## src/rtl/prog_loader.sv

```systemverilog
// prog_loader: encodes symbolic micro-op requests into LEGv8 words and writes
// them sequentially into instruction memory, finishing with a halt word.
module prog_loader #(
    parameter int DEPTH  = 64,
    parameter int ADDR_W = 6
) (
    input  logic              clk,
    input  logic              reset,
    input  logic              start,
    input  logic              req_valid,
    output logic              req_ready,
    input  logic [4:0]        req_op,
    input  logic [4:0]        req_rd,
    input  logic [4:0]        req_rn,
    input  logic [4:0]        req_rm,
    input  logic [25:0]       req_imm,
    input  logic [3:0]        req_cond,
    input  logic              finish,
    output logic              mem_we,
    output logic [ADDR_W-1:0] mem_addr,
    output logic [31:0]       mem_wdata,
    output logic [ADDR_W-1:0] count,
    output logic              full,
    output logic              illegal,
    output logic              done
);

    // B #0: the core spins here once the program ends.
    localparam logic [31:0] HALT_WORD = 32'h1400_0000;

    typedef enum logic [1:0] {IDLE, LOAD, TERM, DONE} state_t;

    state_t      state, state_nxt;
    logic        hs;
    logic [32:0] enc;
    logic        enc_ok;
    logic [31:0] enc_word;

    // Immediate range checks on the 26-bit two's-complement request field.
    function automatic logic fits_u12(input logic [25:0] imm);
        return imm[25:12] == 14'd0;
    endfunction

    function automatic logic fits_s9(input logic [25:0] imm);
        return (imm[25:8] == 18'd0) || (imm[25:8] == {18{1'b1}});
    endfunction

    function automatic logic fits_s19(input logic [25:0] imm);
        return (imm[25:18] == 8'd0) || (imm[25:18] == 8'hFF);
    endfunction

    function automatic logic cond_ok(input logic [3:0] c);
        return (c == 4'h0) || (c == 4'h1) || (c == 4'hA) || (c == 4'hB) ||
               (c == 4'hC) || (c == 4'hD);
    endfunction

    // Returns {legal, word}; unknown ops and out-of-range immediates are illegal.
    function automatic logic [32:0] encode(
        input logic [4:0]  op,
        input logic [4:0]  rd,
        input logic [4:0]  rn,
        input logic [4:0]  rm,
        input logic [25:0] imm,
        input logic [3:0]  cond
    );
        logic [31:0] w;
        logic        ok;
        w  = 32'd0;
        ok = 1'b1;
        case (op)
            5'd0:  begin w = {10'b1001000100, imm[11:0], rn, rd}; ok = fits_u12(imm); end
            5'd1:  w = {11'b10001011000, rm, 6'd0, rn, rd};
            5'd2:  w = {11'b10101011000, rm, 6'd0, rn, rd};
            5'd3:  w = {11'b11001011000, rm, 6'd0, rn, rd};
            5'd4:  w = {11'b11101011000, rm, 6'd0, rn, rd};
            5'd5:  w = {11'b10001010000, rm, 6'd0, rn, rd};
            5'd6:  w = {11'b10101010000, rm, 6'd0, rn, rd};
            5'd7:  w = {11'b11001010000, rm, 6'd0, rn, rd};
            5'd8:  w = {11'b11010011011, 5'd0, imm[5:0], rn, rd};
            5'd9:  w = {11'b11010011010, 5'd0, imm[5:0], rn, rd};
            5'd10: w = {11'b10011011000, rm, 6'b011111, rn, rd};
            5'd11: w = {11'b10011010110, rm, 6'b000010, rn, rd};
            5'd12: begin w = {11'b11111000010, imm[8:0], 2'b00, rn, rd}; ok = fits_s9(imm); end
            5'd13: begin w = {11'b11111000000, imm[8:0], 2'b00, rn, rd}; ok = fits_s9(imm); end
            5'd14: w = {6'b000101, imm};
            5'd15: w = {6'b100101, imm};
            5'd16: begin w = {8'b10110100, imm[18:0], rd}; ok = fits_s19(imm); end
            5'd17: begin
                w  = {8'b01010100, imm[18:0], 1'b0, cond};
                ok = fits_s19(imm) && cond_ok(cond);
            end
            5'd18: w = {11'b11010110000, 5'd0, 6'd0, rn, 5'd0};
            default: ok = 1'b0;
        endcase
        return {ok, w};
    endfunction

    assign enc      = encode(req_op, req_rd, req_rn, req_rm, req_imm, req_cond);
    assign enc_ok   = enc[32];
    assign enc_word = enc[31:0];
    assign full     = (count == ADDR_W'(DEPTH - 1));

    // Next-state and handshake decode; start overrides everything.
    always_comb begin
        state_nxt = state;
        req_ready = (state == LOAD) && !full;
        hs        = req_ready && req_valid;
        if (start) begin
            state_nxt = LOAD;
        end else begin
            case (state)
                IDLE: state_nxt = IDLE;
                LOAD: if (finish) state_nxt = TERM;
                TERM: state_nxt = DONE;
                DONE: state_nxt = DONE;
                default: state_nxt = IDLE;
            endcase
        end
    end

    // State register.
    always_ff @(posedge clk or negedge reset) begin
        if (!reset) state <= IDLE;
        else        state <= state_nxt;
    end

    // Registered write port, word counter and status flags.
    always_ff @(posedge clk or negedge reset) begin
        if (!reset) begin
            mem_we    <= 1'b0;
            mem_addr  <= '0;
            mem_wdata <= '0;
            count     <= '0;
            illegal   <= 1'b0;
            done      <= 1'b0;
        end else begin
            mem_we <= 1'b0;
            if (start) begin
                count   <= '0;
                illegal <= 1'b0;
                done    <= 1'b0;
            end else if (hs) begin
                if (enc_ok) begin
                    mem_we    <= 1'b1;
                    mem_addr  <= count;
                    mem_wdata <= enc_word;
                    count     <= count + ADDR_W'(1);
                end else begin
                    illegal <= 1'b1;
                end
            end else if (state == TERM) begin
                mem_we    <= 1'b1;
                mem_addr  <= count;
                mem_wdata <= HALT_WORD;
                count     <= count + ADDR_W'(1);
                done      <= 1'b1;
            end
        end
    end

endmodule

```

## config.mk

```make
export PLATFORM = sky130hd
export DESIGN_NAME = prog_loader
export DESIGN_NICKNAME = d
export VERILOG_FILES = /design/src/rtl/prog_loader.sv
export SDC_FILE = /design/constraint.sdc
export NUM_CORES = 1
export LEC_CHECK = 0
export ABC_AREA = 1
export BUFFER_PORTS_ARGS = -buffer_cell sky130_fd_sc_hd__buf_2
export CELL_PAD_IN_SITES_DETAIL_PLACEMENT = 0
export CELL_PAD_IN_SITES_GLOBAL_PLACEMENT = 1
export CORE_MARGIN = 2
export CORE_UTILIZATION = 38
export CTS_CLUSTER_DIAMETER = 40
export DETAILED_ROUTE_END_ITERATION = 8
export PLACE_DENSITY_LB_ADDON = 0.08
export REMOVE_ABC_BUFFERS = 1
export SLEW_MARGIN = 15
export SYNTH_ARGS = -nofsm -noshare
export SYNTH_HDL_FRONTEND = slang
export SYNTH_SLANG_ARGS = --single-unit
```

## constraint.sdc

```tcl
create_clock -name clk -period 2.52 [get_ports clk]
set_input_delay 0.63 -clock clk [delete_from_list [all_inputs] [get_ports clk]]
set_output_delay 0.63 -clock clk [all_outputs]
set_load 0.02 [all_outputs]
```

After elaboration in Yosys (flattened, before gate mapping). Index checks and enable logic that the tools add are counted.

Add/sub/neg operators: 1. Equal/unequal tests: 34. Multiplexer cells: 25. Bitwise logic cells: 1. Reductions and logical operators: 28.

Operators by type and width (number): case mux 32 bit (19 select lines) (1); two-way mux 32 bit (3); two-way mux 6 bit (7); equality test 5 x 4 -> 1 bit, second input constant (8); equality test 5 x 3 -> 1 bit, second input constant (4); equality test 18 bit, second input constant (1); logical NOT 18 bit (1); equality test 4 bit, second input constant (4); equality test 5 bit, second input constant (3); logical NOT 14 bit (1); OR reduction 14 bit (1); equality test 5 x 2 -> 1 bit, second input constant (2); two-way mux 1 bit (10); equality test 8 bit, second input constant (1); logical NOT 8 bit (1); logical OR 1 bit (7); adder 6 x 1 -> 6 bit, second input constant (1); equality test 6 bit, second input constant (1); case mux 2 bit (3 select lines) (1); AND reduction 2 bit (3); nonzero test 2 bit (3); equality test 5 x 1 -> 1 bit, second input constant (1); logical NOT 5 bit (1); case mux 1 bit (5 select lines) (1); other kinds (16) (22).

Flip-flop bits (word level): 49. Input bits: 55. Output and inout port bits: 49. Word-level logic and storage cells: 96.

Longest topological paths before layout.
Depth in word-level cells: 11. Depth in mapped cells: 15. Gate-level depth less buffers: 14.

Worst setup path after synthesis. Ideal clock, no wire load.

Path kind: in2reg. Start: input req_op[1]. End: register mem_wdata[14]. Library setup time: 123 ps. Arrival time: 1976 ps. Required time: 2397 ps. Setup slack: 421 ps. Cell stages on the path: 13. Buffers on the path: 3. Cells stage by stage: buf_4 nor2_8 nand2_1 nor2_2 nand3_1 nand3_2 nor2_4 nand2_4 nand3_4 buf_12 buf_6 nand2_1 o21ai_2.

Word-level cells in the longest chain between the ends: 5. Elaborated cells on any way between the ends: 27. Classes of those cells: 19 x eq/ne; 4 x mux; 4 x reduce/logical.

Ends and longest elaborated chain: from (decl) (RTL line 12) `input logic [4:0] req_op,`; equality test 5 bit (tied with other cells) (RTL line 70) `case (op)`; OR reduction 14 bit (no line) or OR reduction 2 bit (tied branches); case mux 1 bit (5 select lines) (RTL line 70); != test 2 x 1 -> 1 bit (no line); AND reduction 3 bit (no line); to (signal assigned) (RTL line 146) `mem_wdata <= enc_word;`; to (decl) (RTL line 21) `output logic [31:0] mem_wdata,`.

Parallel ways exist; a longest one is shown, timed or not. The select of a mux whose other input is x is not followed. A chain may end at the register's enable or synchronous reset.

Worst setup path after layout.
Start: register count[1]. End: output req_ready.

Word-level cells in the longest chain between the ends: 3.

Ends and longest elaborated chain: from (decl) (RTL line 22) `output logic [ADDR_W-1:0] count,`; from (signal assigned) (RTL line 147) `count <= count + ADDR_W'(1);`; from (signal assigned) (RTL line 155) `count <= count + ADDR_W'(1);`; equality test 6 bit (RTL line 101) `assign full = (count == ADDR_W'(DEPTH - 1));`; logical NOT 1 bit (RTL line 106) `req_ready = (state == LOAD) && !full;`; logical AND 1 bit (RTL line 106); to (decl) (RTL line 11) `output logic req_ready,`.

No other way between the ends.

==> results.toml <==
[floorplan]
ios = 104
die_w_um = 114
rows = 40
die-area_mm2 = 0.0130
initial_core_util = 0.386
die_y_um = 114
core_mm2 = 0.0119

[finish]
layout_common_cells = "nand2_1 (333), buf_2 (103), nor2_1 (82)"
syn2layout_area_growth_pct = 19.6
final_common_cell = "nand2_1"
final_cell_count_no_fill = 1017
stdcell_area_mm2 = 0.00550
drive_gt1_frac = 0.237
layout.nets = 925
antenna_cells = 0

[power_and_ir_drop]
ir_drop_uv = 276
leakagePower_nw = 2.96
intPower_mw = 1.47
p_switching_uw = 852
clkPwrFrac = 0.306
swShare = 0.367
seqPwrFrac = 0.388
finalPower_mw = 2.32
comb_power_share = 0.306
power.density_mw_per_mm2 = 422

[grt]
antenna_found_initial = 0
grt_pass1_vias = 4682
overflow = 0
grt_start_max_net_pins = 28
grtUsageTotal = 0.229
grt_pass1_wl_mm = 23.6

[detailed_routing]
drtIter0Drc = 384
drc_errors = 0
avgViaCountPerCell = 5.08
wirelength_mm = 14.8
wl_per_cell_um = 14.5
first_pass_iters = 5
vias = 5162
drt.antenna.violating_nets = 0

[timing]
hold_viol_final = 0
drv_slew = 0
relSlewSlack = 0.607
tightest_slew_ps = 589
rsz0062_at_grt = "no"
period_share = 0.889
post-route-min-period_ps = 2240
finalSetupViolations = 0
fmax_mhz = 447
skew_ps = 10.4

[worst_setup_path]
end_kind = "output pin"
critPathLaunchType = "flip-flop"
slowest_delay_ps = 430
crit_family = "flip-flops"
worstSetupPathType = "flip-flop to output pin"
cp.required_ps = 1890
path_cells = "ha_1 > nand3_1 > o21ai_0 > inv_1 > buf_2"
path_buf_inv = 2
crit_fanout = 5
arrival_ps = 1610
slowest_stage = "dfrtp_1"

[hold_path]
hp-class = "input port to asynchronous set/reset pin"

[synth]
avgSynthCellArea_um2 = 6.01
synthArstFlopShare = 1.00
synth_cell_types = 38
synth_area_mm2 = 0.00460
syn_inst = 765
yosys_register_bits = 49
yosys.area.top_type_share = 0.272
synth.largest_area_cell = "nand2_1"
yosysWarnings = 0
yosysSeqAreaShare = 0.267
synth_edf_count = 0
yosys-top-cells-area = "nand2_1 (27%), dfrtp_1 (27%), nor2_1 (6.8%)"
ys.flop_type = "dfrtp_1"

[place]
place_hpwl_mm = 11.4
routabilityCongestion = 0.900
port_buffers = 103
dpl.cell_count = 1009
dpl_cell_area_mm2 = 0.00535

[clocking]
hold_buffers = 0
cts_tree = "yes"
numCtsBuffers = 5
cts_sinks = 49
clockRootBuffer = "clkbuf_16"
cts_resized = 0
clock_path_buffers = 2
path_clk_slew_ps = 80
postCtsSetupBuffers = 0
h-tree-depth = 2
clock_latency_ps = 300

[run_status]
status = "finished clean"

[run]
drv_cap = 0
-- cell usage after synthesis, types with 2 or more instances --
cell type	number
o21ai_1	21
nor2_4	9
inv_2	6
o21ai_0	32
xor2_1	3
nor2_1	83
nand3_2	6
buf_2	9
buf_12	2
o2111ai_1	6
o21ai_2	15
nand3_1	36
nand2_4	2
or2_2	2
nor2_2	9
a21oi_1	13
nand3b_1	2
clkbuf_1	17
inv_1	48
buf_4	2
o31ai_1	6
nand2_2	11
nand2_1	333
buf_6	4
nor3_1	4
o211ai_1	7
clkbuf_2	2
nand4_1	17
dfrtp_1	49
-- layout make-up --
| type | count | area, um2 |
|---|---|---|
| fillers | 1323 | 6410 |
| multi-input cells | 624 | 2930 |
| flip-flops and latches | 49 | 1230 |
| repair buffers | 134 | 798 |
| inverters | 55 | 209 |
| well taps | 147 | 184 |
| clock buffers | 5 | 125 |
| clock inverters | 3 | 26.3 |
-- kinds of logic (layout without fill, tap and decap cells) --
group	count (synthesis)	count (layout)	share of synthesized area
adders and majority gates	1	1	0.00272
DFF	49	49	0.267
AOI/OAI and AO/OA	103	103	0.139
and+or+nand+nor	517	517	0.490
xor gates and xnor gates	3	3	0.00572
buffers and inverters	92	197	0.0964
-- final timing paths --
kind	start	endpoint	depth (start not counted)	slack, ps
max	count[1]	req_ready	5	280
max reg2reg	count[0]	mem_wdata[13]	10	350
max in group asynchronous	reset	illegal	2	1580
min in group clk	mem_wdata[16]	mem_wdata[16]	2	480
min	reset	mem_wdata[18]	1	320
min reg2reg	mem_wdata[16]	mem_wdata[16]	2	480
-- sequential cells by signal (all words and copies together), names as in the netlist --
register	flops
mem_wdata	32
state	2
done	1
count	6
illegal	1
mem_addr	6
mem_we	1
-- worst reg2reg max path, delay by kind of cell (launching register included) --
family	cells	cell delay, ps
AO/OA/AOI/OAI	2	190
adder cells (fa/ha/maj)	1	250
buffers and inverters	2	350
flip-flops	1	430
AND/OR/NAND/NOR	5	840
-- routing by layer --
layer | GRT usage | up-vias | routed length, um
met4 | 0.0585 | 0 | 252
met3 | 0.0255 | 18 | 813
met5 | 0 | - | 0
li1 | - | 2647 | -
met2 | 0.383 | 151 | 6690
met1 | 0.317 | 2346 | 7010
-- power by group through the flow --
stage	Sequential [mW]	Clock (mW)	Combinational [mW]
after global placement	0.915	0	0.702
final	0.901	0.711	0.709
after floorplan	1.00	0	0.304
after detailed placement	0.916	0	0.713
after global routing	0.910	0.749	0.786
after CTS	0.901	0.728	0.715
-- through the flow --
step           utilization  setup TNS [ps]  setup WS [ps]  hold slack (ps)
2_1_floorplan            -          -30800           -779              334
3_3_place_gp         0.449               0           65.9              464
3_5_place_dp         0.449               0           67.8              464
4_1_cts              0.462               0            274              341
5_1_grt              0.462               0            115              373
6_report             0.462               0            281              319
(Power assumes the default switching activity.)
